<file path="config.mk">
export PLATFORM = sky130hd
export DESIGN_NAME = serial_adder_flat
export DESIGN_NICKNAME = d
export VERILOG_FILES = /design/src/rtl/serial_adder_if.sv /design/src/rtl/serial_adder.sv /design/src/flat_wrapper.sv
export SDC_FILE = /design/constraint.sdc
export NUM_CORES = 1
export LEC_CHECK = 0
export ABC_AREA = 0
export CORE_MARGIN = 2
export CORE_UTILIZATION = 32
export DETAILED_ROUTE_END_ITERATION = 12
export PLACE_DENSITY = 0.53
export SETUP_SLACK_MARGIN = 0.02
export SLEW_MARGIN = 30
export SYNTH_ARGS = -nofsm -noshare
export SYNTH_HDL_FRONTEND = slang
export SYNTH_SLANG_ARGS = --single-unit
</file>
<file path="constraint.sdc">
create_clock -name clk -period 1.6 [get_ports clk]
set_input_delay 0.16 -clock clk [delete_from_list [all_inputs] [get_ports clk]]
set_output_delay 0.16 -clock clk [all_outputs]
set_load 0.01 [all_outputs]
</file>
<file path="src/rtl/serial_adder_if.sv">
// Handshake/data bundle for serial_adder.
// The sub signal and its modport entries exist only when SERIAL_SUB_EN is defined.
interface serial_adder_if #(
    parameter int unsigned WIDTH = 8
);
    logic             start;
    logic [WIDTH-1:0] a;
    logic [WIDTH-1:0] b;
`ifdef SERIAL_SUB_EN
    logic             sub;
`endif
    logic             busy;
    logic             done;
    logic [WIDTH-1:0] sum;
    logic             carry_out;

`ifdef SERIAL_SUB_EN
    modport master (
        output start, a, b, sub,
        input  busy, done, sum, carry_out
    );
    modport slave (
        input  start, a, b, sub,
        output busy, done, sum, carry_out
    );
`else
    modport master (
        output start, a, b,
        input  busy, done, sum, carry_out
    );
    modport slave (
        input  start, a, b,
        output busy, done, sum, carry_out
    );
`endif
endinterface

</file>
<file path="src/rtl/serial_adder.sv">
// Bit-serial ripple adder: one full-adder cell plus a carry flop, LSB first.
// One operand bit is processed per clock; the result is published only on
// completion. Build option SERIAL_SUB_EN adds a sub request that computes
// a + ~b + 1 on the same datapath and reports the borrow on carry_out.
module serial_adder #(
    parameter int unsigned WIDTH = 8
) (
    input logic          clk,
    input logic          rst_n,
    serial_adder_if.slave bus
);
    localparam int unsigned   CW       = $clog2(WIDTH);
    localparam logic [CW-1:0] LAST_BIT = CW'(WIDTH - 1);

    typedef enum logic [1:0] {
        StIdle,
        StShift,
        StDone
    } state_e;

    state_e           state;
    logic [WIDTH-1:0] a_sh;
    logic [WIDTH-1:0] b_sh;
    // Holds the WIDTH-1 bits already produced; the last bit joins on the final edge.
    logic [WIDTH-2:0] res_sh;
    logic [WIDTH-1:0] res_wide;
    logic             carry;
    logic [CW-1:0]    cnt;
    logic             sub_op;
    logic             start_sub;
    logic             bit_sum;
    logic             bit_carry;

    // Subtract request as seen at the start handshake (constant 0 in add-only builds).
`ifdef SERIAL_SUB_EN
    assign start_sub = bus.sub;
`else
    assign start_sub = 1'b0;
`endif

    // Single full-adder cell on the current LSBs and the carry flop.
    always_comb begin
        bit_sum   = a_sh[0] ^ b_sh[0] ^ carry;
        bit_carry = (a_sh[0] & b_sh[0]) | (a_sh[0] & carry) | (b_sh[0] & carry);
    end

    // Result shifts right with the new bit entering at the MSB.
    assign res_wide = {bit_sum, res_sh};

    // Control FSM plus datapath registers; all outputs are registered here.
    always_ff @(posedge clk or negedge rst_n) begin
        if (!rst_n) begin
            state         <= StIdle;
            a_sh          <= '0;
            b_sh          <= '0;
            res_sh        <= '0;
            carry         <= 1'b0;
            cnt           <= '0;
            sub_op        <= 1'b0;
            bus.busy      <= 1'b0;
            bus.done      <= 1'b0;
            bus.sum       <= '0;
            bus.carry_out <= 1'b0;
        end else begin
            bus.done <= 1'b0;
            case (state)
                StIdle: begin
                    if (bus.start) begin
                        state    <= StShift;
                        a_sh     <= bus.a;
                        // Subtraction is a + ~b + 1: invert b, preset carry.
                        b_sh     <= start_sub ? ~bus.b : bus.b;
                        carry    <= start_sub;
                        sub_op   <= start_sub;
                        res_sh   <= '0;
                        cnt      <= '0;
                        bus.busy <= 1'b1;
                    end
                end
                StShift: begin
                    a_sh   <= a_sh >> 1;
                    b_sh   <= b_sh >> 1;
                    carry  <= bit_carry;
                    res_sh <= res_wide[WIDTH-1:1];
                    if (cnt == LAST_BIT) begin
                        state         <= StDone;
                        cnt           <= '0;
                        bus.done      <= 1'b1;
                        bus.sum       <= res_wide;
                        // Borrow is the complement of the final carry in subtract mode.
                        bus.carry_out <= bit_carry ^ sub_op;
                    end else begin
                        cnt <= cnt + CW'(1);
                    end
                end
                StDone: begin
                    state    <= StIdle;
                    bus.busy <= 1'b0;
                end
                default: begin
                    state    <= StIdle;
                    bus.busy <= 1'b0;
                end
            endcase
        end
    end
endmodule
</file>
<file path="src/flat_wrapper.sv">
// flat-port wrapper written by rule: the top's interface ports become plain ports
module serial_adder_flat 
#(
    parameter int unsigned WIDTH = 8
)
  (clk, rst_n, bus_start, bus_a, bus_b, bus_busy, bus_done, bus_sum, bus_carry_out);
  serial_adder_if #(.WIDTH(WIDTH)) bus_i ();
  input logic clk;
  input logic rst_n;
  input wire logic [$bits(bus_i.start)-1:0] bus_start;
  input wire logic [$bits(bus_i.a)-1:0] bus_a;
  input wire logic [$bits(bus_i.b)-1:0] bus_b;
  output wire logic [$bits(bus_i.busy)-1:0] bus_busy;
  output wire logic [$bits(bus_i.done)-1:0] bus_done;
  output wire logic [$bits(bus_i.sum)-1:0] bus_sum;
  output wire logic [$bits(bus_i.carry_out)-1:0] bus_carry_out;
  assign bus_i.start = bus_start;
  assign bus_i.a = bus_a;
  assign bus_i.b = bus_b;
  assign bus_busy = bus_i.busy;
  assign bus_done = bus_i.done;
  assign bus_sum = bus_i.sum;
  assign bus_carry_out = bus_i.carry_out;
  serial_adder #(.WIDTH(WIDTH)) u_core (.clk(clk), .rst_n(rst_n), .bus(bus_i));
endmodule
</file>
==> summary.txt, run 1 <==
Yosys
  • Mux contribution to synthesized area: under 10%
  • Register area share after synthesis: 57.35%
  • FF+latch count, synth: 40
  • Main combinational cell family by area after synthesis: simple AND/OR/NAND/NOR gates
  • Simple-gate share of the synthesized area: 18.42%
  • Ys flop type: dfrtp_1
  • Post-synth EDFFs: 0
  • Post-Synth Adder-Cell Area: under 10%
  • Synth Instances: between 100 and 150
  • Number of library cell types mapped by synthesis: 24
  • Synth Area per Inst: 12.04 sq um
  • Compound-Gate Fraction of Synth Area: under 10%
  • Syn Std Cell Area: 1745 sq um
  • Synth Warn #: 0
  • XOR/XNOR share of the synthesized area: 0%
  • Post-synth ARST share: 100.0%
  • Syn_nets: 167

Floorplanning
  • I/O Pins: 30
  • Initial Util: between 30% and 40%
  • Chip width: about 78 microns
  • Core Footprint: between 5000 and 6000 sq um
  • Die Ht: between 70 and 80 microns
  • Core Rows: 26
  • Die Footprint: around 6100 sq um

Final layout
  • Area grow syn2layout: 28.89%
  • Filler cell count: 500
  • Commonest cells after routing, fill and taps aside: 40 x dfrtp_1, 28 x clkdlybuf4s50_1, 24 x nor3_1, 13 x nor2_1, 13 x nor3b_1
  • Fin nets: about 200
  • FF/Latch Area: about 1000 sq um
  • Most common cell after layout, fill and taps aside: dfrtp_1
  • Area of the multi-input gates: between 600 and 700 sq um
  • # diodes: 0
  • Share of cells above drive strength 1: around 16%

Detailed routing
  • Via density: between 4 and 5
  • Iteration-0 DRC Markers: just under 80
  • DR pass1 iterations: 4
  • WL/cell: 12.97 microns
  • WL final: about 3300 microns
  • Residual DRC: 0
  • Post-DRT Antenna Nets: 0
  • Via count: 1189

Worst setup path
  • Worst Path Max Fanout: 10
  • WS Path Type: register to register
  • Startpoint types: register
  • WP data required: approximately 1.8 ns
  • Crit. End Element: register
  • Arr. time, crit path: about 1.7 ns

GRT
  • First-pass GRT wire length: 5954 microns
  • Largest net degree at the start of global routing: 41
  • Initial antenna violation count: 0
  • Grt ovf: 0
  • GRT Total Usage: 12.29%
  • Vias in the first global route: 1290

Timing
  • Fin crit share: a little over nine tenths
  • Slew Limit Fails: 0
  • Final hold vios: 0
  • Clock skew: 0.002423 ns
  • RSZ-0062 raised after global routing: no
  • Hold Slack: about 0.47 ns
  • Worst slew pin tran: slightly above 0.5 ns
  • F_max: approximately 660 MHz
  • Setup_tns: 0 ns
  • Setup violations, final: 0
  • Final min period: 1.508 ns
  • Rel. slew slack: between 60% and 70%

Clocking
  • Worst skew pair latency: 0.29 ns
  • Clock tree from TritonCTS: done
  • Cts repair resizes: 0
  • Clock buffer depth: 2
  • Worst-path clk slew: 0.08 ns
  • CTS Buf Count: 5
  • Sink Count: 40
  • CTS H-tree depth: 2
  • Clk root buf: clkbuf_8

Outcome
  • Status: completed

Worst hold path
  • Hold Crit Class: primary input to asynchronous set/reset pin

Pwr
  • Peak VDD IR: ~0.88 mV
  • Pleak: just over 0.001 uW
  • Power Density: 1946 nW/um^2

Job
  • Max_cap viols: 0

Placed design
  • Number of port buffers: 29
  • GPL Wtd Cong: slightly above 0.7
  • Post-DP HPWL: approximately 2200 microns
-- state kept, by name, indices dropped and copies added (netlist names) --
register / count
u_core.carry: 1
u_core.res_sh: 7
u_core.bus.busy: 1
u_core.bus.carry_out: 1
u_core.b_sh: 8
u_core.state: 2
u_core.cnt: 3
u_core.a_sh: 8
u_core.bus.done: 1
u_core.bus.sum: 8
-- critical path: stages (launching register included) --
cell	delay, ns
dfrtp_1	0.40
ha_1	0.20
ha_1	0.23
nand2_2	0.12
buf_12	0.15
mux2_4	0.30
-- power by group --
part	switching, uW	total [uW]	internal (uW)
clock	343	806	463
sequential	304	1780	1480
combinational	740	1790	1050
-- cells by family after synthesis --
kind of cell / after synthesis
AND/OR/NAND/NOR: 59
adder cells (fa/ha/maj): 3
flip-flops: 40
buffers and inverters: 14
multiplexers: 9
AO/OA/AOI/OAI: 20
-- final timing paths --
| check | start | end | slack, ns | cells past startpoint |
|---|---|---|---|---|
| worst max-delay path | u_core.cnt[0] | u_core.bus.sum[7] | 0.09 | 5 |
| worst min-delay path | rst_n | u_core.bus.carry_out | 0.47 | 3 |
| worst max register to register | u_core.cnt[0] | u_core.bus.sum[7] | 0.09 | 5 |
| worst min register to register | u_core.cnt[1] | u_core.cnt[1] | 0.50 | 1 |
| max in group asynchronous | rst_n | u_core.bus.busy | 0.78 | 3 |
| min in group clk | bus_b[7] | u_core.b_sh[7] | 0.50 | 2 |
-- cells in the mapped netlist (2+ instances only) --
cell	number	share of area [%]
nand2b_1	3	1.1
o21ai_0	2	0.57
dfrtp_1	40	57
buf_2	5	1.4
ha_1	2	1.4
a22o_1	12	6.0
mux2_4	8	6.9
nor3_1	24	6.9
a21oi_1	2	0.57
nor2_1	13	2.8
clkbuf_1	2	0.43
buf_6	3	1.9
inv_1	4	0.86
nand2_1	2	0.43
nor3b_1	13	5.6
a221o_1	2	1.1
-- cell type report --
type	instances	share of cell area, %
Sequential cell	40	44.49
Multi-Input combinational cell	91	29.48
Timing Repair Buffer	39	16.69
Tap cell	70	3.893
Clock buffer	6	3.226
Clock inverter	2	1.557
Inverter	4	0.6674
-- stage by stage --
step	setup WS, ns	util [%]	std cells	power, uW	area (sq um)
2_1_floorplan	0.1728	-	145	3027	1745
3_3_place_gp	0.08247	41.07	242	3546	2125
3_5_place_dp	0.06408	41.07	242	3611	2125
4_1_cts	0.06276	43.35	251	4435	2242
5_1_grt	0.02771	43.49	252	4738	2250
6_report	0.09179	43.49	252	4377	2250
-- routing by layer --
layer	track usage [%]	part of all wire [%]	wire, microns	vias to the layer above
li1	-	-	-	582
met1	17.15	51	1651	573
met2	18.10	44	1441	29
met3	3.256	4.4	143	5
met4	4.821	0.95	31	0
met5	0	0	0	-
-- what timing repair did --
action,4_1_cts,5_1_grt
buffers inserted,0,1
endpoints found under the setup margin,0,8
hold buffers,1,0
endpoints found under the hold margin,40,0
Note: power is estimated with default switching activity, not from simulation.
==> run 2, diff against run 1 <==
- GPL_TIMING_DRIVEN: not set -> 0
==> run 2 against run 1 <==
Net effect:
- critical path depth did not move
- worst hold slack got worse by 0.16 ns
- design area fell by 0.72%
- register-to-register slack improved by 0.03 ns
- wire length fell by 1.4%
- global-route usage fell by 0.42 points
- core utilization fell by 0.31 points
- die area did not move
- clock skew fell by 0.00074 ns
- non-clock buffer count rose by 2
- first-iteration DRC count fell by 31%
==> summary.txt, run 2 (synthesized netlist as in run 1, its figures left out) <==
Outcome
  • Status: completed

Detailed routing
  • Residual DRC: 0 (unchanged)
  • Via density: 4.798 (+1.7%)
  • DR pass1 iterations: 4 (unchanged)
  • WL final: 3223 microns (-1.4%)
  • Via count: 1214 (+2.1%)
  • Iteration-0 DRC Markers: 53 (-31%)
  • WL/cell: 12.74 microns (-1.8%)
  • Post-DRT Antenna Nets: 0 (unchanged)

GRT
  • Vias in the first global route: 1233 (-4.4%)
  • Initial antenna violation count: 0 (unchanged)
  • Largest net degree at the start of global routing: 29 (-29%)
  • GRT Total Usage: 11.86% (-0.42 points)
  • First-pass GRT wire length: 5658 microns (-5.0%)
  • Grt ovf: 0 (unchanged)

Clocking
  • Worst-path clk slew: 0.07 ns (about the same)
  • Clock tree from TritonCTS: done
  • CTS H-tree depth: 2 (unchanged)
  • Worst skew pair latency: 0.29 ns (about the same)
  • CTS Buf Count: 5 (unchanged)
  • Clock buffer depth: 2 (unchanged)
  • Clk root buf: clkbuf_8
  • Post-CTS Repair Setup Buffers: 0 (unchanged)
  • Sink Count: 40 (unchanged)

Placed design
  • GPL Wtd Cong: 0.7808 (+8.4%)
  • Placement Cell Area: 2138 sq um (+0.65%)
  • Number of port buffers: 29 (unchanged)
  • Post-DP HPWL: 2386 microns (+6.8%)

Floorplanning
  • Core Footprint: 5172 sq um (unchanged)
  • Core Rows: 26 (unchanged)
  • Die Footprint: 6061 sq um (unchanged)
  • I/O Pins: 30 (unchanged)
  • Chip width: 77.86 microns (unchanged)
  • Die Ht: 77.86 microns (unchanged)
  • Initial Util: 33.74% (unchanged)

Final layout
  • Most common cell after layout, fill and taps aside: dfrtp_1
  • Post-layout util: 43.18% (-0.31 points)
  • Area grow syn2layout: 27.96%
  • Top Registers: u_core.a_sh (8), u_core.b_sh (8), u_core.bus.sum (8)
  • Fin nets: 205 (+0.99%)
  • Filler cell count: 487 (-2.6%)
  • # diodes: 0 (unchanged)
  • Cell area after layout: 2233 sq um (-0.72%)
  • Commonest cells after routing, fill and taps aside: 40 x dfrtp_1, 28 x clkdlybuf4s50_1, 24 x nor3_1, 13 x nor2_1, 13 x nor3b_1
  • Share of cells above drive strength 1: 16.94% (+0.46 points)

Timing
  • Clock skew: 0.001680 ns (-0.0007429 ns)
  • Setup violations, final: 0 (unchanged)
  • Final hold vios: 0 (unchanged)
  • Setup_tns: 0 ns (unchanged)
  • Hold Slack: 0.3121 ns (-0.1620 ns)
  • Fin crit share: 92.52% (-1.7 points)
  • Final min period: 1.480 ns (-0.02790 ns)
  • Rel. slew slack: 77.40% (+11 points)
  • Worst slew pin tran: 0.3383 ns (-0.1721 ns)
  • Slew Limit Fails: 0 (unchanged)
  • F_max: 675.5 MHz (+1.9%)
  • RSZ-0062 raised after global routing: no

Worst setup path
  • Arr. time, crit path: 1.66 ns (-0.03 ns)
  • Worst Path Max Fanout: 10 (unchanged)
  • WP data required: 1.78 ns (about the same)
  • Crit. End Element: register
  • WS Path Type: register to register
  • CP max stage cell: dfrtp_1
  • CP Cell Sequence: ha_1 > ha_2 > nand2_2 > buf_8 > mux2_4
  • Largest stage delay on the critical path: 0.40 ns (about the same)
  • Startpoint types: register

Worst hold path
  • Hold Crit Class: primary input to asynchronous set/reset pin

Pwr
  • Power Density: 1887 nW/um^2 (-3.0%)
  • Peak VDD IR: 0.5946 mV (-33%)
  • Power, Total: 4215 uW (-3.7%)
  • Pleak: 0.001015 uW (-1.1%)

Job
  • Max_cap viols: 0 (unchanged)
-- run 2: cell types whose count changed in the layout (fill, tap and decap cells not counted), sizes merged --
| cell | previous run | this run |
|---|---|---|
| bufinv | 1 | 0 |
| clkbuf | 6 | 8 |
-- run 2: metrics by stage --
stage,instances,setup WS [ns]
global placement,244,-0.6303
floorplan,145,0.1728
detailed placement,245,0.02929
CTS,253,0.05559
global route,253,0.05046
finish,253,0.1197
-- run 2: metal layers --
layer  routed length, microns  global-route usage, %  share of wire, %
met3                      142                  3.140               4.4
met5                        0                      0                 0
met2                     1455                  18.45                45
met4                       54                  4.821               1.7
met1                     1570                  15.65                49
-- run 2: path summary, 6_finish.rpt --
path	to	start	cells after the start	slack, ns
worst max register to register	u_core.bus.sum[3]	u_core.cnt[0]	5	0.12
worst min register to register	u_core.res_sh[0]	u_core.res_sh[0]	1	0.50
worst max-delay path	u_core.bus.sum[3]	u_core.cnt[0]	5	0.12
max in group asynchronous	u_core.b_sh[5]	rst_n	3	0.84
min in group clk	u_core.b_sh[7]	bus_b[7]	2	0.48
worst min-delay path	u_core.bus.sum[6]	rst_n	2	0.31
-- run 2: critical path, delay by kind of cell, from the launching register on --
| kind | cells | cell delay, ns |
|---|---|---|
| AND/OR/NAND/NOR | 1 | 0.09 |
| adder cells (fa/ha/maj) | 2 | 0.41 |
| multiplexers | 1 | 0.30 |
| flip-flops | 1 | 0.40 |
| buffers and inverters | 1 | 0.16 |
-- run 2: final cells by class --
cell class	instances	area, sq um	area share (%)
buffer	10	71.32	3.193
clock buffer	6	72.57	3.249
clock inverter	1	5.005	0.2241
inverter	4	15.01	0.6723
multi-input combinational	91	665.6	29.80
sequential	40	1001	44.82
tap	70	87.58	3.922
timing repair buffer	31	315.3	14.12
-- run 2: where the power goes --
| part | switching [uW] | internal [uW] |
|---|---|---|
| combinational | 749 | 1050 |
| clock | 336 | 297 |
| sequential | 302 | 1480 |
-- run 2: what timing repair did --
item	CTS	global route
endpoints found under the setup margin	0	9
gates resized for setup	0	4
endpoints found under the hold margin	12	0
hold buffers	1	0
